==> src/rtl/morse_pkg.sv <==
// Shared constants and state encoding for the Morse character sequencer.
package morse_pkg;

    localparam logic [5:0] CODE_A         = 6'd0;
    localparam logic [5:0] CODE_DIGIT0    = 6'd26;
    localparam logic [5:0] CODE_SPACE     = 6'd36;
    localparam logic [5:0] CODE_MAX_VALID = 6'd36;

    // Symbols reported by the downstream transmitter for the emitted bit stream.
    localparam logic [1:0] SYM_NONE = 2'b00;
    localparam logic [1:0] SYM_DOT  = 2'b01;
    localparam logic [1:0] SYM_DASH = 2'b10;
    localparam logic [1:0] SYM_GAP  = 2'b11;

    typedef enum logic [2:0] {
        ST_IDLE,
        ST_MARK,
        ST_SEP,
        ST_LGAP,
        ST_WGAP
    } state_t;

endpackage

==> src/rtl/morse_rom.sv <==
// Character code to ITU Morse pattern lookup; pattern is left-aligned, MSB first, 1 = dash.
import morse_pkg::*;

module morse_rom (
    input  logic [5:0] i_code,
    output logic       o_valid,
    output logic [2:0] o_len,
    output logic [4:0] o_pat
);

    always_comb begin
        o_valid = (i_code <= CODE_MAX_VALID);
        o_len   = '0;
        o_pat   = '0;
        case (i_code)
            CODE_A:      {o_len, o_pat} = {3'd2, 5'b01000};
            6'd1:        {o_len, o_pat} = {3'd4, 5'b10000};
            6'd2:        {o_len, o_pat} = {3'd4, 5'b10100};
            6'd3:        {o_len, o_pat} = {3'd3, 5'b10000};
            6'd4:        {o_len, o_pat} = {3'd1, 5'b00000};
            6'd5:        {o_len, o_pat} = {3'd4, 5'b00100};
            6'd6:        {o_len, o_pat} = {3'd3, 5'b11000};
            6'd7:        {o_len, o_pat} = {3'd4, 5'b00000};
            6'd8:        {o_len, o_pat} = {3'd2, 5'b00000};
            6'd9:        {o_len, o_pat} = {3'd4, 5'b01110};
            6'd10:       {o_len, o_pat} = {3'd3, 5'b10100};
            6'd11:       {o_len, o_pat} = {3'd4, 5'b01000};
            6'd12:       {o_len, o_pat} = {3'd2, 5'b11000};
            6'd13:       {o_len, o_pat} = {3'd2, 5'b10000};
            6'd14:       {o_len, o_pat} = {3'd3, 5'b11100};
            6'd15:       {o_len, o_pat} = {3'd4, 5'b01100};
            6'd16:       {o_len, o_pat} = {3'd4, 5'b11010};
            6'd17:       {o_len, o_pat} = {3'd3, 5'b01000};
            6'd18:       {o_len, o_pat} = {3'd3, 5'b00000};
            6'd19:       {o_len, o_pat} = {3'd1, 5'b10000};
            6'd20:       {o_len, o_pat} = {3'd3, 5'b00100};
            6'd21:       {o_len, o_pat} = {3'd4, 5'b00010};
            6'd22:       {o_len, o_pat} = {3'd3, 5'b01100};
            6'd23:       {o_len, o_pat} = {3'd4, 5'b10010};
            6'd24:       {o_len, o_pat} = {3'd4, 5'b10110};
            6'd25:       {o_len, o_pat} = {3'd4, 5'b11000};
            CODE_DIGIT0: {o_len, o_pat} = {3'd5, 5'b11111};
            6'd27:       {o_len, o_pat} = {3'd5, 5'b01111};
            6'd28:       {o_len, o_pat} = {3'd5, 5'b00111};
            6'd29:       {o_len, o_pat} = {3'd5, 5'b00011};
            6'd30:       {o_len, o_pat} = {3'd5, 5'b00001};
            6'd31:       {o_len, o_pat} = {3'd5, 5'b00000};
            6'd32:       {o_len, o_pat} = {3'd5, 5'b10000};
            6'd33:       {o_len, o_pat} = {3'd5, 5'b11000};
            6'd34:       {o_len, o_pat} = {3'd5, 5'b11100};
            6'd35:       {o_len, o_pat} = {3'd5, 5'b11110};
            default:     {o_len, o_pat} = '0;
        endcase
    end

endmodule

==> src/rtl/morse_sequencer.sv <==
// Serialises one character at a time into the dot/dash/gap bit stream decoded by the Morse transmitter.
import morse_pkg::*;

module morse_sequencer #(
    parameter int unsigned DASH_ONES  = 2,
    parameter int unsigned WORD_ZEROS = 3
) (
    input  logic       clk,
    input  logic       reset,
    input  logic       char_valid,
    input  logic [5:0] char_in,
    output logic       char_ready,
    output logic       tx_bit,
    output logic       busy,
    output logic       frame_done,
    output logic       err
);

    state_t     r_state, w_state_nxt;
    logic [2:0] r_len, w_len_nxt;
    logic [4:0] r_pat, w_pat_nxt;
    logic [2:0] r_idx, w_idx_nxt;
    logic [2:0] r_cnt, w_cnt_nxt;
    logic       r_tx_bit;
    logic       r_err, w_err_nxt;

    logic       w_rom_valid;
    logic [2:0] w_rom_len;
    logic [4:0] w_rom_pat;
    logic       w_dash;
    logic       w_mark_last;
    logic       w_wgap_last;
    logic       w_frame_last;
    logic       w_accept;

    morse_rom u_rom (
        .i_code  (char_in),
        .o_valid (w_rom_valid),
        .o_len   (w_rom_len),
        .o_pat   (w_rom_pat)
    );

    assign w_dash       = r_pat[3'd4 - r_idx];
    assign w_mark_last  = !w_dash || (r_cnt == 3'(DASH_ONES - 1));
    assign w_wgap_last  = (r_cnt == 3'(WORD_ZEROS - 1));
    assign w_frame_last = (r_state == ST_LGAP) || ((r_state == ST_WGAP) && w_wgap_last);

    // Ready in the final gap cycle lets the next frame start with no idle bit in between.
    assign char_ready = !reset && ((r_state == ST_IDLE) || w_frame_last);
    assign frame_done = !reset && w_frame_last;
    assign busy       = !reset && (r_state != ST_IDLE);
    assign tx_bit     = r_tx_bit;
    assign err        = r_err;
    assign w_accept   = char_valid && char_ready;

    always_comb begin
        w_state_nxt = r_state;
        w_len_nxt   = r_len;
        w_pat_nxt   = r_pat;
        w_idx_nxt   = r_idx;
        w_cnt_nxt   = r_cnt;
        w_err_nxt   = 1'b0;
        case (r_state)
            ST_MARK: begin
                if (w_mark_last) w_state_nxt = ST_SEP;
                else             w_cnt_nxt   = r_cnt + 3'd1;
            end
            ST_SEP: begin
                if ((r_idx + 3'd1) < r_len) begin
                    w_state_nxt = ST_MARK;
                    w_idx_nxt   = r_idx + 3'd1;
                    w_cnt_nxt   = '0;
                end else begin
                    w_state_nxt = ST_LGAP;
                end
            end
            ST_LGAP: w_state_nxt = ST_IDLE;
            ST_WGAP: begin
                if (w_wgap_last) w_state_nxt = ST_IDLE;
                else             w_cnt_nxt   = r_cnt + 3'd1;
            end
            default: ;
        endcase
        if (w_accept) begin
            w_idx_nxt = '0;
            w_cnt_nxt = '0;
            if (char_in == CODE_SPACE) begin
                w_state_nxt = ST_WGAP;
            end else if (w_rom_valid) begin
                w_state_nxt = ST_MARK;
                w_len_nxt   = w_rom_len;
                w_pat_nxt   = w_rom_pat;
            end else begin
                w_state_nxt = ST_IDLE;
                w_err_nxt   = 1'b1;
            end
        end
    end

    always_ff @(posedge clk) begin
        if (reset) begin
            r_state  <= ST_IDLE;
            r_len    <= '0;
            r_pat    <= '0;
            r_idx    <= '0;
            r_cnt    <= '0;
            r_tx_bit <= 1'b0;
            r_err    <= 1'b0;
        end else begin
            r_state  <= w_state_nxt;
            r_len    <= w_len_nxt;
            r_pat    <= w_pat_nxt;
            r_idx    <= w_idx_nxt;
            r_cnt    <= w_cnt_nxt;
            r_tx_bit <= (w_state_nxt == ST_MARK);
            r_err    <= w_err_nxt;
        end
    end

endmodule

==> config.mk <==
export PLATFORM = sky130hd
export DESIGN_NAME = morse_sequencer
export DESIGN_NICKNAME = d
export VERILOG_FILES = /design/src/rtl/morse_pkg.sv /design/src/rtl/morse_rom.sv /design/src/rtl/morse_sequencer.sv
export SDC_FILE = /design/constraint.sdc
export NUM_CORES = 1
export LEC_CHECK = 0
export ABC_AREA = 0
export CORE_MARGIN = 10
export CORE_UTILIZATION = 52
export CTS_CLUSTER_SIZE = 28
export DETAILED_ROUTE_END_ITERATION = 7
export HOLD_SLACK_MARGIN = 0.08
export PLACE_DENSITY_LB_ADDON = 0.05
export SLEW_MARGIN = 0
export SYNTH_ARGS = -nofsm -noshare
export SYNTH_HDL_FRONTEND = slang
export SYNTH_SLANG_ARGS = --single-unit
==> constraint.sdc <==
create_clock -name clk -period 2.2 [get_ports clk]
set_input_delay 0.44 -clock clk [delete_from_list [all_inputs] [get_ports clk]]
set_output_delay 0.44 -clock clk [all_outputs]
set_load 0.05 [all_outputs]
==> qor.yml, run 1 <==
worst_setup_path:
  critPathRequiredTime_ns: 2.41
  crit_slowest_cell: "dfxtp_2"
  slowest_delay_ns: 0.35
  critPathTopFamily: "compound AO/OA/AOI/OAI gates"
  path_max_fanout: 3
  cp_cell_sequence: "ha_1, xor2_1, ha_2, or2_2, o22ai_4, a211oi_1, a311o_1, a221oi_2"
  path_buf_inv: 0
  critical_path_arrival_ns: 2.33
  critPathLaunchType: "register"
  worstSetupPathType: "reg2reg"
  end_kind: "register"
drt:
  drt_iter0_markers: 64
  drt_drc_violations_left: 0
  viasPerCell: 5.48
  vias: 1583
  first_pass_iters: 4
  totalWireLength_mm: 4.05
  ant_nets: 0
  wl_per_cell_um: 14.0
timing:
  relSlewSlack_pct: 66.8
  finalHoldViolations: 0
  period_share_pct: 96.6
  worst_pin_slew_ns: 0.496
  skew_ns: 0.00796
  timing.final.crit_period_ns: 2.12
  max_freq_mhz: 471
  slew_viol_final: 0
  setup_viol: 0
  fin_ws_ns: 0.0752
min_path:
  hold_class: "reg2reg"
synthesis:
  synth_top_area_share_pct: 22.8
  synth-compound-area-share_pct: 25.3
  synthMuxAreaShare_pct: 6.75
  synth-xor-area-share_pct: 4.65
  yosysWarningCount: 0
  async_reset_ff_share_pct: 0
  synth-simple-area-share_pct: 24.7
  synth_ff_type: "dfxtp_1"
  synth_top_cell_by_area: "dfxtp_1"
  synth_top_family_by_area: "compound AO/OA/AOI/OAI gates"
  synth_fa_ha_area_share_pct: 9.00
  synth.cell_area_um2: 1670
  ys_types: 50
  syn_nets: 231
  avgSynthCellArea_um2: 7.95
  ys_seq_area_share_pct: 22.8
  synthCells: 210
  post-synth-top-count-cell: "nor2_1"
  ys_seq_elements: 19
  ys_top_cells_by_count: "nor2_1, dfxtp_1, a21oi_1"
  synth_area_leaders: "dfxtp_1, ha_1, nor2_1"
  synth_edf_count: 0
layout:
  final_area_um2: 2140
  area_growth_pct: 28.1
  final_cells: 289
  final_nets: 267
  antenna_cells: 0
  drive_gt1_share_pct: 25.3
global_route:
  antenna_found_initial: 0
  grt_pass1_vias: 1551
  gr-total-overflow: 0
  grt_pass1_wl_mm: 6.73
  globalRouteTotalUtil_pct: 13.1
  grt_max_degree: 21
cts:
  postCtsHoldBufs: 0
  htree_levels: 1
  clkTransAtPathRegs_ns: 0.11
  cts.path.max_buffers: 2
  cts_root_buf: "clkbuf_4"
  cts_tree: "built"
  cts_setup_buffers: 0
  cts_buffers: 3
  clock_latency_ns: 0.29
  cts.sinks: 19
floorplanning:
  fp-row-count: 20
  die_w_um: 76.7
  dieArea_um2: 5880
  initial_core_util_pct: 54.7
  core_area_um2: 3050
  die_h_um: 76.7
  ioPinCount: 14
run_status:
  outcome: "completed"
place:
  place_congestion: 0.878
  dpl.cell_count: 285
  pre_cts_ws_ns: -0.167
  portBuffers: 13
  dp.final_hpwl_mm: 3.15
  placed_area_um2: 2070
power_and_ir_drop:
  pwr-share-clk_pct: 15.7
  p_seq_share_pct: 37.2
  p_per_area_nw_per_um2: 517
  p_sw_share_pct: 37.3
  p_leak_nw: 0.850
  p_int_mw: 0.693
  vdd_drop_max_mv: 0.202
  p_sw_mw: 0.413
  combinationalPowerShare_pct: 47.1
flow_run:
  drv_cap: 0
## what timing repair did
item                       4_1_cts  5_1_grt
hold endpoints to repair         0        0
pin swaps                        0        1
setup endpoints to repair        1        6
resized for setup                2        9
## power by group through the flow
stage	combinational, mW	sequential (mW)	clock (mW)
floorplan	0.335	0.413	0
global placement	0.494	0.414	0
detailed placement	0.504	0.416	0
CTS	0.511	0.409	0.177
global route	0.565	0.417	0.190
finish	0.521	0.411	0.174
## flip-flops by register name (all words and copies together) (netlist names)
name / flops
err: 1
r_cnt: 3
r_idx: 3
r_len: 3
r_pat: 5
r_state: 3
tx_bit: 1
## worst paths after layout
check	start	to	slack (ns)	cells past startpoint
worst max-delay path	r_idx[0]	tx_bit	0.08	8
worst min-delay path	r_pat[0]	r_pat[0]	0.49	2
worst max register to register	r_idx[0]	tx_bit	0.08	8
worst min register to register	r_pat[0]	r_pat[0]	0.49	2
## worst min-delay path: stages, from the launching register on
cell     delay (ns)
dfxtp_1        0.33
nand2_1        0.05
a21oi_1        0.06
## kinds of logic (layout without fill, tap and decap cells)
family | Yosys count | in the layout
simple gates | 80 | 80
compound gates | 59 | 59
buf+inv | 26 | 61
flops | 19 | 19
fa+ha+maj | 12 | 12
xor+xnor | 8 | 8
mux | 6 | 6
## stage by stage
| step | setup TNS (ns) | power [mW] | util [%] | hold WS (ns) |
|---|---|---|---|---|
| global placement | -0.305 | 0.908 | 67.9 | 0.441 |
| detailed placement | -0.358 | 0.920 | 67.9 | 0.471 |
| floorplan | 0 | 0.748 | - | 0.433 |
| global route | -0.0426 | 1.17 | 70.0 | 0.519 |
| CTS | 0 | 1.10 | 69.0 | 0.487 |
| finish | 0 | 1.11 | 70.0 | 0.489 |
## layer usage
metal  GRT usage, %  routed length (um)  vias up
li1               -                   -      821
met2           24.8                2090       21
met4           5.39                  68        0
met1           13.7                1770      733
met3           2.68                 116        8
met5              0                   0        -
## final cells by class
class,instances,area [um^2]
flip-flops and latches,19,385
multi-input cells,165,1210
clock buffers,4,26.3
inverters,12,45.0
fillers,260,915
well taps,44,55.1
repair buffers,45,413
## placed cells by master, fill, tap and decap left out, drive strengths merged, types with 2 or more instances in the layout
cell type,synthesis,final
clkbuf,5,4
a2111oi,2,2
nor2b,11,11
mux4,3,3
a221oi,3,3
or2,2,2
xor2,3,3
a311oi,2,2
a21boi,2,2
nor3,6,6
nor2,23,23
nand2,9,9
dfxtp,19,19
and3,2,2
o22ai,2,2
a21oi,16,16
o211ai,2,2
nand3,10,10
inv,12,12
ha,12,12
nand2b,8,8
mux2,2,2
a21o,3,3
clkdlybuf4s50,0,10
or3,2,2
o21ai,10,10
buf,9,35
xnor2,5,5
o31ai,2,2
a211oi,6,6
nor3b,2,2
a31oi,3,3
Note: power is estimated with default switching activity, not from simulation.
==> run 2, diff against run 1 <==
--- a/config.mk
+++ b/config.mk
@@ -10,8 +10,10 @@
 export CORE_UTILIZATION = 52
 export CTS_CLUSTER_SIZE = 28
 export DETAILED_ROUTE_END_ITERATION = 7
+export GPL_ROUTABILITY_DRIVEN = 1
 export HOLD_SLACK_MARGIN = 0.08
 export PLACE_DENSITY_LB_ADDON = 0.05
+export SETUP_SLACK_MARGIN = 0.3
 export SLEW_MARGIN = 0
 export SYNTH_ARGS = -nofsm -noshare
 export SYNTH_HDL_FRONTEND = slang
==> qor.yml, run 2 (synthesis gave the netlist of run 1 again) <==
drt:
  first_pass_iters: 5
  drt_drc_violations_left: 0
  drt_iter0_markers: 184
  viasPerCell: 6.21
  vias: 1876
  wl_per_cell_um: 19.5
  totalWireLength_mm: 5.88
  ant_nets: 0
global_route:
  grt_max_degree: 19
  grt_util_met2_pct: 29.0
  grt_pass1_vias: 1672
  gr-total-overflow: 0
  use_met3_pct: 2.56
  grt-busiest-layer: "met2"
  globalRouteTotalUtil_pct: 15.7
  grt_util_met1_pct: 17.5
  antenna_found_initial: 0
  grt_pass1_wl_mm: 7.90
min_path:
  hold_class: "reg2reg"
  hold_path.startpoint: "r_len[1]"
power_and_ir_drop:
  p_sw_share_pct: 41.5
  p_per_area_nw_per_um2: 530
  combinationalPowerShare_pct: 53.0
  p_int_mw: 0.769
  fin_total_pwr_mw: 1.32
  p_leak_nw: 1.02
  vdd_drop_max_mv: 0.314
  pwr-share-clk_pct: 15.9
  p_seq_share_pct: 31.1
  p_sw_mw: 0.546
timing:
  rsz0062_at_grt: "true"
  timing.final.crit_period_ns: 2.10
  fin_tns_setup_ns: 0
  setup_viol: 0
  relSlewSlack_pct: 59.9
  slew_viol_final: 0
  worst_pin_slew_ns: 0.599
  skew_ns: 0.00728
  finalHoldViolations: 0
  period_share_pct: 95.6
  max_freq_mhz: 475
worst_setup_path:
  critPathRequiredTime_ns: 1.76
  critPathLaunchType: "register"
  end_kind: "output port"
  cp_cell_sequence: "inv_1, or3_4, a21oi_4, buf_12"
  path_buf_inv: 2
  r2r_start: "r_idx[2]"
  crit_start: "r_state[2]"
  path_max_fanout: 9
  critical_path_arrival_ns: 1.66
  worstSetupPathType: "reg2out"
  critPathTopFamily: "flip-flops"
  slowest_delay_ns: 0.44
  crit_slowest_cell: "dfxtp_4"
layout:
  area_growth_pct: 48.8
  top_register: "r_pat"
  regArea_um2: 404
  largest_register_ffs: 5
  fillers: 184
  final_nets: 280
  multiInputGateArea_um2: 1420
  most-common-layout-cells: "buf_4, nor2_1, a21oi_1, dfxtp_1, nor2b_1"
  drive_gt1_share_pct: 40.7
  layout_commonest_cell: "buf_4"
  antenna_cells: 0
floorplanning:
  die_w_um: 76.7
  initial_core_util_pct: 54.7
  core_area_um2: 3050
  fp-row-count: 20
  dieArea_um2: 5880
  die_h_um: 76.7
  ioPinCount: 14
cts:
  cts.sinks: 19
  htree_levels: 1
  cts_buffers: 3
  clock_latency_ns: 0.34
  cts.path.max_buffers: 2
  postCtsHoldBufs: 0
  clkTransAtPathRegs_ns: 0.13
  cts_tree: "built"
  cts_root_buf: "clkbuf_4"
place:
  dp.final_hpwl_mm: 3.38
  portBuffers: 13
  place_congestion: 0.914
flow_run:
  drv_cap: 0
run_status:
  outcome: "completed"
run 2: per-stage QoR:
step	setup WS, ns	cells	hold WS (ns)	instance area [um^2]	util [%]
after floorplan	0.200	210	0.433	1730	-
after global placement	-0.0783	283	0.448	2110	69.0
after detailed placement	-0.124	283	0.450	2110	69.0
after CTS	0.166	295	0.466	2290	75.0
after global routing	0.0335	302	0.520	2480	81.4
final	0.0967	302	0.479	2480	81.4
run 2: power groups by stage:
| stage | clock network, mW | registers (mW) | logic [mW] |
|---|---|---|---|
| after floorplan | 0 | 0.413 | 0.348 |
| after global placement | 0 | 0.416 | 0.506 |
| after detailed placement | 0 | 0.419 | 0.519 |
| after CTS | 0.185 | 0.406 | 0.582 |
| after global routing | 0.227 | 0.414 | 0.737 |
| final | 0.209 | 0.409 | 0.697 |
run 2: area by class of cell:
class,count,share of cell area (%)
clock inverters,1,0.202
repair buffers,58,21.5
flip-flops and latches,19,16.3
inverters,12,1.91
clock buffers,3,0.907
multi-input cells,165,57.0
well taps,44,2.22
run 2: worst paths after layout:
kind	end	slack, ns	cells after the start
max reg2reg	r_idx[2]	0.1	9
max	frame_done	0.1	4
min	r_len[1]	0.48	2
min reg2reg	r_len[1]	0.48	2
run 2: worst min-delay path, cell delays in order, from the launching register on:
cell and delay [ns]:
dfxtp_1 0.34, nand2_1 0.06, a21oi_1 0.05
run 2: layer usage:
layer | routed length (um) | share of wire, %
met1 | 2150 | 37
met2 | 3010 | 51
met3 | 332 | 5.6
met4 | 383 | 6.5
met5 | 0 | 0
run 2: timing repair:
item / in CTS / in global routing
gates resized for setup: 31 / 31
pin swaps: 10 / 11
cloned: 0 / 0
setup endpoints to repair: 15 / 20
setup buffers: 8 / 7
==> patch (flow settings as in run 1) <==
Encoding of `state_t`: now one-hot (5 bits for 5 states).
--- a/src/rtl/morse_pkg.sv
+++ b/src/rtl/morse_pkg.sv
@@ -14,8 +14,8 @@
 
-    typedef enum logic [2:0] {
-        ST_IDLE,
-        ST_MARK,
-        ST_SEP,
-        ST_LGAP,
-        ST_WGAP
+    typedef enum logic [4:0] {
+        ST_IDLE = 5'b00001,
+        ST_MARK = 5'b00010,
+        ST_SEP  = 5'b00100,
+        ST_LGAP = 5'b01000,
+        ST_WGAP = 5'b10000
     } state_t;
Behaviour: same outputs for any inputs over 10 cycles, from zero or initial values and one cycle with reset high; not proved beyond that.
==> patch against run 1 <==
Critical path depth grew 1; routed wire length grew 14%; power shrank 12%; largest power group is now sequential cells; synthesized area grew 5.1%; cell area grew 8.1%; setup slack lost 64 ps; sequential cell count grew 2.
==> patch: results (changes against run 1) <==
| Metric | Value |
|---|---|
| Status | `completed (unchanged)` |
| Slew headroom | `0.6522 (was 0.6683)` |
| Worst slack at placement | `-173.8 ps (was -166.6 ps)` |
| Met3 usage | `0.02620 (was 0.02681)` |
| Wire length on met3 | `199 um (was 116 um)` |
| Dpl hpwl | `3581 um (was 3152 um)` |
| WP data arrival | `2390 ps (was 2330 ps)` |
| Leakage | `0.9329 nW (was 0.8504 nW)` |
| Commonest cells post-synth | `21 x dfxtp_1, 20 x nor2_1, 15 x nand2_1, 14 x a21oi_1, 14 x inv_1 (was 23 x nor2_1, 19 x dfxtp_1, 16 x a21oi_1, 12 x ha_1, 12 x inv_1)` |
| First-pass GRT wire length | `7721 um (was 6727 um)` |
| CTS resizes | `4 (was 2)` |
| Detailed Route Iter0 Violations | `114 (was 64)` |
| Share of cells above drive strength 1 | `0.2976 (was 0.2531)` |
| Setup slack, reg-to-reg | `10 ps (was 80 ps)` |
| VDD IR max | `0.0003012 V (was 0.0002021 V)` |
| Pin count of the biggest net entering global routing | `15 (was 21)` |
| Fin nets | `274 (was 267)` |
| Crit path capture | `r_cnt[2]$_SDFFE_PP0P_ (was tx_bit$_SDFF_PP0_)` |
| Fin crit share | `0.9949 (was 0.9658)` |
| Crit path max fanout | `4 (was 3)` |
| CP max stage cell | `dfxtp_4 (was dfxtp_2)` |
| DP Area | `0.002126 mm2 (was 0.002072 mm2)` |
| Synth Net Count | `235 (was 231)` |
| Gr usage total | `0.1491 (was 0.1313)` |
| Final hold slack | `471.4 ps (was 489.0 ps)` |
| Final instance area | `0.002312 mm2 (was 0.002138 mm2)` |
| Routability cong. | `0.8508 (was 0.8775)` |
| Synth area leaders | `dfxtp_1 24%, ha_1 8.6%, nor2_1 4.3% (was dfxtp_1 23%, ha_1 9.0%, nor2_1 5.2%)` |
| Wire per inst | `15.55 um (was 14.01 um)` |
| Post-synthesis sequential area ratio | `0.2397 (was 0.2279)` |
[patch: final cells by class]
class,instances,area (um2)
clock buffers,4,26.28
flip-flops and latches,21,427.9
repair buffers,49,442.9
fillers,287,998.5
inverters,14,52.55
well taps,46,57.56
multi-input cells,164,1305
[patch: worst max-delay path: cells and delay by family (launching register included)]
| family | cells | cell delay (ps) |
|---|---|---|
| simple gates | 2 | 460 |
| buf+inv | 3 | 340 |
| flops | 1 | 380 |
| mux | 1 | 140 |
| compound gates | 2 | 520 |
| fa+ha+maj | 1 | 260 |
[patch: cells by family after synthesis]
family,share of synthesized area
muxes,0.08060
AOI/OAI and AO/OA,0.2233
xor gates and xnor gates,0.03994
buffers and inverters,0.07774
adders and majority gates,0.08559
DFF,0.2397
and+or+nand+nor,0.2532
[patch: per-stage QoR]
stage                      power, W  std cells  utilization
after floorplan           0.0006318        214            -
after global placement    0.0007494        289       0.6421
after detailed placement  0.0007593        289       0.6421
after CTS                 0.0009502        293       0.6568
after global routing       0.001021        298       0.6984
final                     0.0009692        298       0.6984
